**config.mk**
```make
export PLATFORM = sky130hd
export DESIGN_NAME = instruction_fetch
export DESIGN_NICKNAME = d
export VERILOG_FILES = /design/src/rtl/cpu_pkg.sv /design/src/rtl/if_id_reg.sv /design/src/rtl/instruction_fetch.sv
export SDC_FILE = /design/constraint.sdc
export NUM_CORES = 1
export LEC_CHECK = 0
export BUFFER_PORTS_ARGS = -buffer_cell sky130_fd_sc_hd__buf_2
export CORE_MARGIN = 2
export CORE_UTILIZATION = 30
export CTS_BUF_LIST = sky130_fd_sc_hd__clkbuf_16
export CTS_CLUSTER_SIZE = 40
export DETAILED_ROUTE_END_ITERATION = 10
export PLACE_DENSITY = 0.59
export SETUP_SLACK_MARGIN = 0.05
export SLEW_MARGIN = 20
export SYNTH_ARGS = -nofsm -noshare
export SYNTH_HDL_FRONTEND = slang
export SYNTH_SLANG_ARGS = --single-unit
```
**constraint.sdc**
```tcl
create_clock -name clk -period 1.5 [get_ports clk]
set_clock_uncertainty 0.05 [all_clocks]
set_input_delay 0 -clock clk [delete_from_list [all_inputs] [get_ports clk]]
set_output_delay 0 -clock clk [all_outputs]
set_load 0.01 [all_outputs]
```
**src/rtl/cpu_pkg.sv**
```systemverilog
// Shared CPU definitions: datapath widths, opcode encodings and fetch state encoding.
package cpu_pkg;

    localparam int ADDR_W    = 8;
    localparam int INSTR_W   = 16;
    localparam int OPCODE_HI = 15;
    localparam int OPCODE_LO = 12;

    localparam logic [3:0] OP_ADD    = 4'h0;
    localparam logic [3:0] OP_SUB    = 4'h1;
    localparam logic [3:0] OP_LOAD   = 4'h2;
    localparam logic [3:0] OP_STORE  = 4'h3;
    localparam logic [3:0] OP_BRANCH = 4'h4;
    localparam logic [3:0] OP_JUMP   = 4'h5;
    localparam logic [3:0] OP_HALT   = 4'hF;

    typedef enum logic [0:0] {
        FS_RUN  = 1'b0,
        FS_HALT = 1'b1
    } fetch_state_e;

    // Instruction words are 2 bytes, so every fetch address is even.
    function automatic logic [ADDR_W-1:0] align_pc(input logic [ADDR_W-1:0] addr);
        return {addr[ADDR_W-1:1], 1'b0};
    endfunction

endpackage

```
**src/rtl/if_id_reg.sv**
```systemverilog
// IF/ID pipeline register: valid/ready holding register with flush.
module if_id_reg
    import cpu_pkg::*;
(
    input  logic               clk,
    input  logic               rst,
    input  logic               flush,
    input  logic               load,
    input  logic [INSTR_W-1:0] in_instr,
    input  logic [ADDR_W-1:0]  in_pc,
    input  logic               out_ready,
    output logic               out_valid,
    output logic [INSTR_W-1:0] out_instr,
    output logic [ADDR_W-1:0]  out_pc
);

    logic               valid_r;
    logic [INSTR_W-1:0] instr_r;
    logic [ADDR_W-1:0]  pc_r;

    // Capture, flush, drain-on-accept or hold the fetched word.
    always_ff @(posedge clk) begin
        if (rst) begin
            valid_r <= 1'b0;
            instr_r <= 16'h0000;
            pc_r    <= 8'h00;
        end else if (flush) begin
            valid_r <= 1'b0;
        end else if (load) begin
            valid_r <= 1'b1;
            instr_r <= in_instr;
            pc_r    <= in_pc;
        end else if (out_ready) begin
            valid_r <= 1'b0;
        end else begin
            valid_r <= valid_r;
        end
    end

    assign out_valid = valid_r;
    assign out_instr = instr_r;
    assign out_pc    = pc_r;

endmodule

```
**src/rtl/instruction_fetch.sv**
```systemverilog
// Fetch stage: program counter, redirect handling and IF/ID register toward decode.
// Optional HALT detection is enabled by defining FETCH_HALT_DETECT_EN.
module instruction_fetch
    import cpu_pkg::*;
#(
    parameter logic [ADDR_W-1:0] RESET_PC = 8'h00,
    parameter int                PC_STEP  = 2
`ifdef FETCH_HALT_DETECT_EN
    ,
    parameter logic [3:0]        HALT_OPCODE = OP_HALT
`endif
) (
    input  logic               clk,
    input  logic               rst,
    output logic [ADDR_W-1:0]  imem_addr,
    input  logic [INSTR_W-1:0] imem_instr,
    input  logic               redirect_valid,
    input  logic [ADDR_W-1:0]  redirect_addr,
    output logic               out_valid,
    output logic [INSTR_W-1:0] out_instr,
    output logic [ADDR_W-1:0]  out_pc,
    input  logic               out_ready,
    output logic               halted
);

    localparam logic [ADDR_W-1:0] PC_INC = ADDR_W'(PC_STEP);

    fetch_state_e      state_r;
    fetch_state_e      state_next_s;
    logic [ADDR_W-1:0] pc_r;
    logic [ADDR_W-1:0] pc_next_s;
    logic              load_en_s;
    logic              halt_hit_s;

    // New words enter only in RUN, never on a redirect, and only when the register is free.
    assign load_en_s = (state_r == FS_RUN) && !redirect_valid && (!out_valid || out_ready);

`ifdef FETCH_HALT_DETECT_EN
    assign halt_hit_s = load_en_s && (imem_instr[OPCODE_HI:OPCODE_LO] == HALT_OPCODE);
    assign halted     = (state_r == FS_HALT);
`else
    assign halt_hit_s = 1'b0;
    assign halted     = 1'b0;
`endif

    // Next PC and fetch state; a redirect always wins.
    always_comb begin
        state_next_s = state_r;
        pc_next_s    = pc_r;
        case (state_r)
            FS_RUN: begin
                if (redirect_valid) begin
                    pc_next_s = align_pc(redirect_addr);
                end else if (load_en_s) begin
                    pc_next_s = pc_r + PC_INC;
                    if (halt_hit_s) begin
                        state_next_s = FS_HALT;
                    end else begin
                        state_next_s = FS_RUN;
                    end
                end else begin
                    pc_next_s = pc_r;
                end
            end
            FS_HALT: begin
                if (redirect_valid) begin
                    pc_next_s    = align_pc(redirect_addr);
                    state_next_s = FS_RUN;
                end else begin
                    state_next_s = FS_HALT;
                end
            end
            default: begin
                state_next_s = FS_RUN;
                pc_next_s    = align_pc(RESET_PC);
            end
        endcase
    end

    // PC and state registers.
    always_ff @(posedge clk) begin
        if (rst) begin
            pc_r    <= align_pc(RESET_PC);
            state_r <= FS_RUN;
        end else begin
            pc_r    <= pc_next_s;
            state_r <= state_next_s;
        end
    end

    assign imem_addr = pc_r;

    if_id_reg u_if_id_reg (
        .clk       (clk),
        .rst       (rst),
        .flush     (redirect_valid),
        .load      (load_en_s),
        .in_instr  (imem_instr),
        .in_pc     (pc_r),
        .out_ready (out_ready),
        .out_valid (out_valid),
        .out_instr (out_instr),
        .out_pc    (out_pc)
    );

endmodule
```
==> summary.txt <==
Run status
  • Outcome: complete, no violations

Die
  • Die height: about 70 um
  • Die area: 0.00494 mm2
  • Core area: approximately 0.0043 mm2
  • Initial Util: 0.307
  • Die Wd: 70.3 um
  • # IOs: 62
  • Row cnt: 24

Routing
  • Residual DRC: 0
  • DRT Wirelength: approximately 3.3 mm
  • Detailed Routing Iterations Pass 1: 4
  • First DRT Iteration DRCs: 37
  • DR vias/cell: 4.51
  • Routed Antenna Nets: 0
  • Top Metal Used: met4
  • DR WL met3: approximately 160 um
  • Routed WL per cell: 11.0 um
  • Via count: 1349
  • Metal2 WL: about 1.6 mm
  • Wire length on met1: 1.47 mm

Clock network
  • CTS tree: yes
  • Worst-path clk slew: 50 ps
  • Largest buffer count on any clock path: 2
  • Clk root buf: clkbuf_16
  • Num CTS Buffers: 5
  • Htree depth: 2
  • Worst-Skew Late Latency: between 200 and 300 ps
  • Post-CTS Setup Inserts: 0
  • Clock Sinks: 32

Timing
  • Setup violators final: 0
  • Setup TNS Final: 0 ps
  • Final period util: 0.909
  • RSZ-0062 raised after global routing: false
  • Final min period: 1360 ps
  • Endpoints failing hold: 0
  • F_max: about 730 MHz
  • Slew Limit Fails: 0

Setup path
  • Slowest-stage cell, CP: dlygate4sd3_1
  • Crit Path Class: input pin to register
  • Crit path DAT: approximately 1500 ps
  • Max incr delay on CP: 530 ps
  • Type of destination of the critical path: register
  • R2r startpoint: state_r$_SDFF_PP0_
  • Critical Path RT: 1600 ps
  • Critical Path, Cell by Cell: dlygate4sd3_1 -> buf_2 -> nor2_2 -> nand3_1 -> nor4_1 -> nor3_1
  • Worst reg2reg path depth: 4
  • Worst-path fanout max: 7
  • R2R Setup Slk: about 180 ps
  • RR Endpoint: imem_addr[7]$_SDFFE_PP0P_
  • Startpoint Class: input pin

Place
  • Port Buffers: 57
  • Detailed Place HPWL: around 2.2 mm
  • Post-place instance area: 0.00168 mm2
  • RePlAce Congestion: 0.736

Yosys
  • Post-synth top cells: nand2_1, dfxtp_1, a21oi_1, nor2_1, o21ai_0
  • Mapped Cells: about 160
  • Post-synthesis compound-gate area fraction: 0.183
  • Post-synthesis xor/xnor area fraction: 0.0133
  • Largest family of logic cells by synthesized area: simple AND/OR/NAND/NOR gates
  • Area share of the largest cell type after synthesis: 0.486
  • Synth area leader: dfxtp_1
  • Multiplexer area fraction after synthesis: 0
  • Post-Synth Simple-Gate Area: 0.250
  • Ys async rst share: 0
  • Post-synth EDFFs: 0
  • Syn Std Cell Area: 0.00132 mm2
  • Mean post-synth cell area: 8.09 um2
  • Synth cell types: 33
  • Main synth FF type: dfxtp_1
  • Synth area leaders: dfxtp_1, nand2_1, a21oi_1
  • Most frequent cell after synthesis: nand2_1
  • Yosys warns: 0
  • #FFs+latches synth: 32
  • Post-synthesis adder-cell area fraction: 0.00949
  • Seq/Total Area, Yosys: 0.486

Power and ir drop
  • Sw power: 0.000541 W
  • Sw Ratio: 0.245
  • Clock power frac: 0.434
  • Reg power frac: 0.421
  • Pwr/cell area: 1090 mW/mm2
  • Peak VDD IR: 0.527 mV
  • Combinational Power Share: 0.145
  • Pleak: 0.918 nW
  • Pint: 0.00167 W

Cells and area
  • Ant diodes: 0
  • Share of cells above drive strength 1: 0.324
  • Fin area: 0.00203 mm2
  • Final #Nets: about 280
  • Area delta synth->final: 54.3%

Worst hold path
  • Hold Path Depth: 3
  • Hold Path End: imem_addr[4]$_SDFFE_PP0P_
  • HP Class: input pin to register
  • HP Start: redirect_addr[4]

Global route
  • Global Route Usage Sum: 0.136
  • Vias in the first global route: 1186
  • GRT overflow: 0
  • Initial antenna violation count: 0
  • Global-route wire length before repair: 5.42 mm
  • Largest net degree at the start of global routing: 24

Job
  • Max-cap violations: 0
==> how the worst max path moves through the flow <==
stage / start / endpoint
after detailed placement: imem_addr[1]$_SDFFE_PP0P_ / imem_addr[5]$_SDFFE_PP0P_
after floorplan: imem_addr[1]$_SDFFE_PP0P_ / imem_addr[5]$_SDFFE_PP0P_
final: redirect_valid / imem_addr[4]$_SDFFE_PP0P_
after CTS: imem_addr[1]$_SDFFE_PP0P_ / imem_addr[5]$_SDFFE_PP0P_
after global routing: imem_addr[3]$_SDFFE_PP0P_ / imem_addr[5]$_SDFFE_PP0P_
after global placement: state_r$_SDFF_PP0_ / imem_addr[7]$_SDFFE_PP0P_
==> flip-flops by register name, indices dropped and copies added (netlist names) <==
register,flops
imem_addr,7
state_r,1
u_if_id_reg.out_instr,16
u_if_id_reg.out_pc,7
u_if_id_reg.out_valid,1
==> cell usage in the layout, fill, tap and decap left out, types with 2 or more instances in the layout <==
master         instances
inv_1                  2
conb_1                 3
buf_2                 57
a311oi_1               2
dlygate4sd3_1         21
nand3_1                3
nor3_1                 2
nand2_1               50
buf_4                  6
clkinv_2               2
o21ai_0                5
dfxtp_1               32
a21oi_1               25
clkbuf_16              5
xnor2_1                2
nor2_1                 7
a211oi_1               3
==> power groups by stage <==
stage / sequential, W / combinational [W] / clock, W
finish: 0.000931 / 0.000320 / 0.000958
global route: 0.000938 / 0.000354 / 0.00103
CTS: 0.000931 / 0.000323 / 0.000991
detailed placement: 0.000950 / 0.000281 / 0
global placement: 0.000948 / 0.000279 / 0
floorplan: 0.000977 / 0.000128 / 0
==> routing by layer <==
metal / vias up / global-route usage
met5: - / 0
met4: 0 / 0.0449
met3: 4 / 0.0404
met2: 42 / 0.225
met1: 585 / 0.168
li1: 718 / -
==> cell families after synthesis <==
logic type / count (synthesis)
XOR/XNOR: 2
AO/OA/AOI/OAI: 41
adder cells (fa/ha/maj): 1
flip-flops: 32
buffers and inverters: 14
other: 1
AND/OR/NAND/NOR: 72
==> layout make-up <==
class | instances | area (um2)
clock inverter | 3 | 18.8
timing repair buffer | 85 | 561
sequential | 32 | 641
clock buffer | 5 | 125
tap | 52 | 65.1
inverter | 3 | 11.3
multi-input combinational | 119 | 613
fill | 440 | 2260
==> worst max-delay path, delay by kind of cell <==
family	cells	cell delay, ps
buffers and inverters	2	700
and+or+nand+nor	4	770
==> what timing repair did <==
action	in CTS	in global routing
endpoints found under the hold margin	21	0
endpoints found under the setup margin	0	1
gates resized for setup	0	0
hold buffers	21	0
==> metrics by stage <==
step | utilization | hold WS, ps | power, W | std cells | setup WS [ps]
floorplan | - | 22.8 | 0.00110 | 165 | 107
global placement | 0.391 | 194 | 0.00123 | 270 | 187
detailed placement | 0.391 | 197 | 0.00123 | 270 | 164
CTS | 0.474 | 14.4 | 0.00225 | 299 | 147
global route | 0.474 | 26.6 | 0.00232 | 299 | 53.3
finish | 0.474 | 9.97 | 0.00221 | 299 | 137
Power figures use the tool's default switching activity.
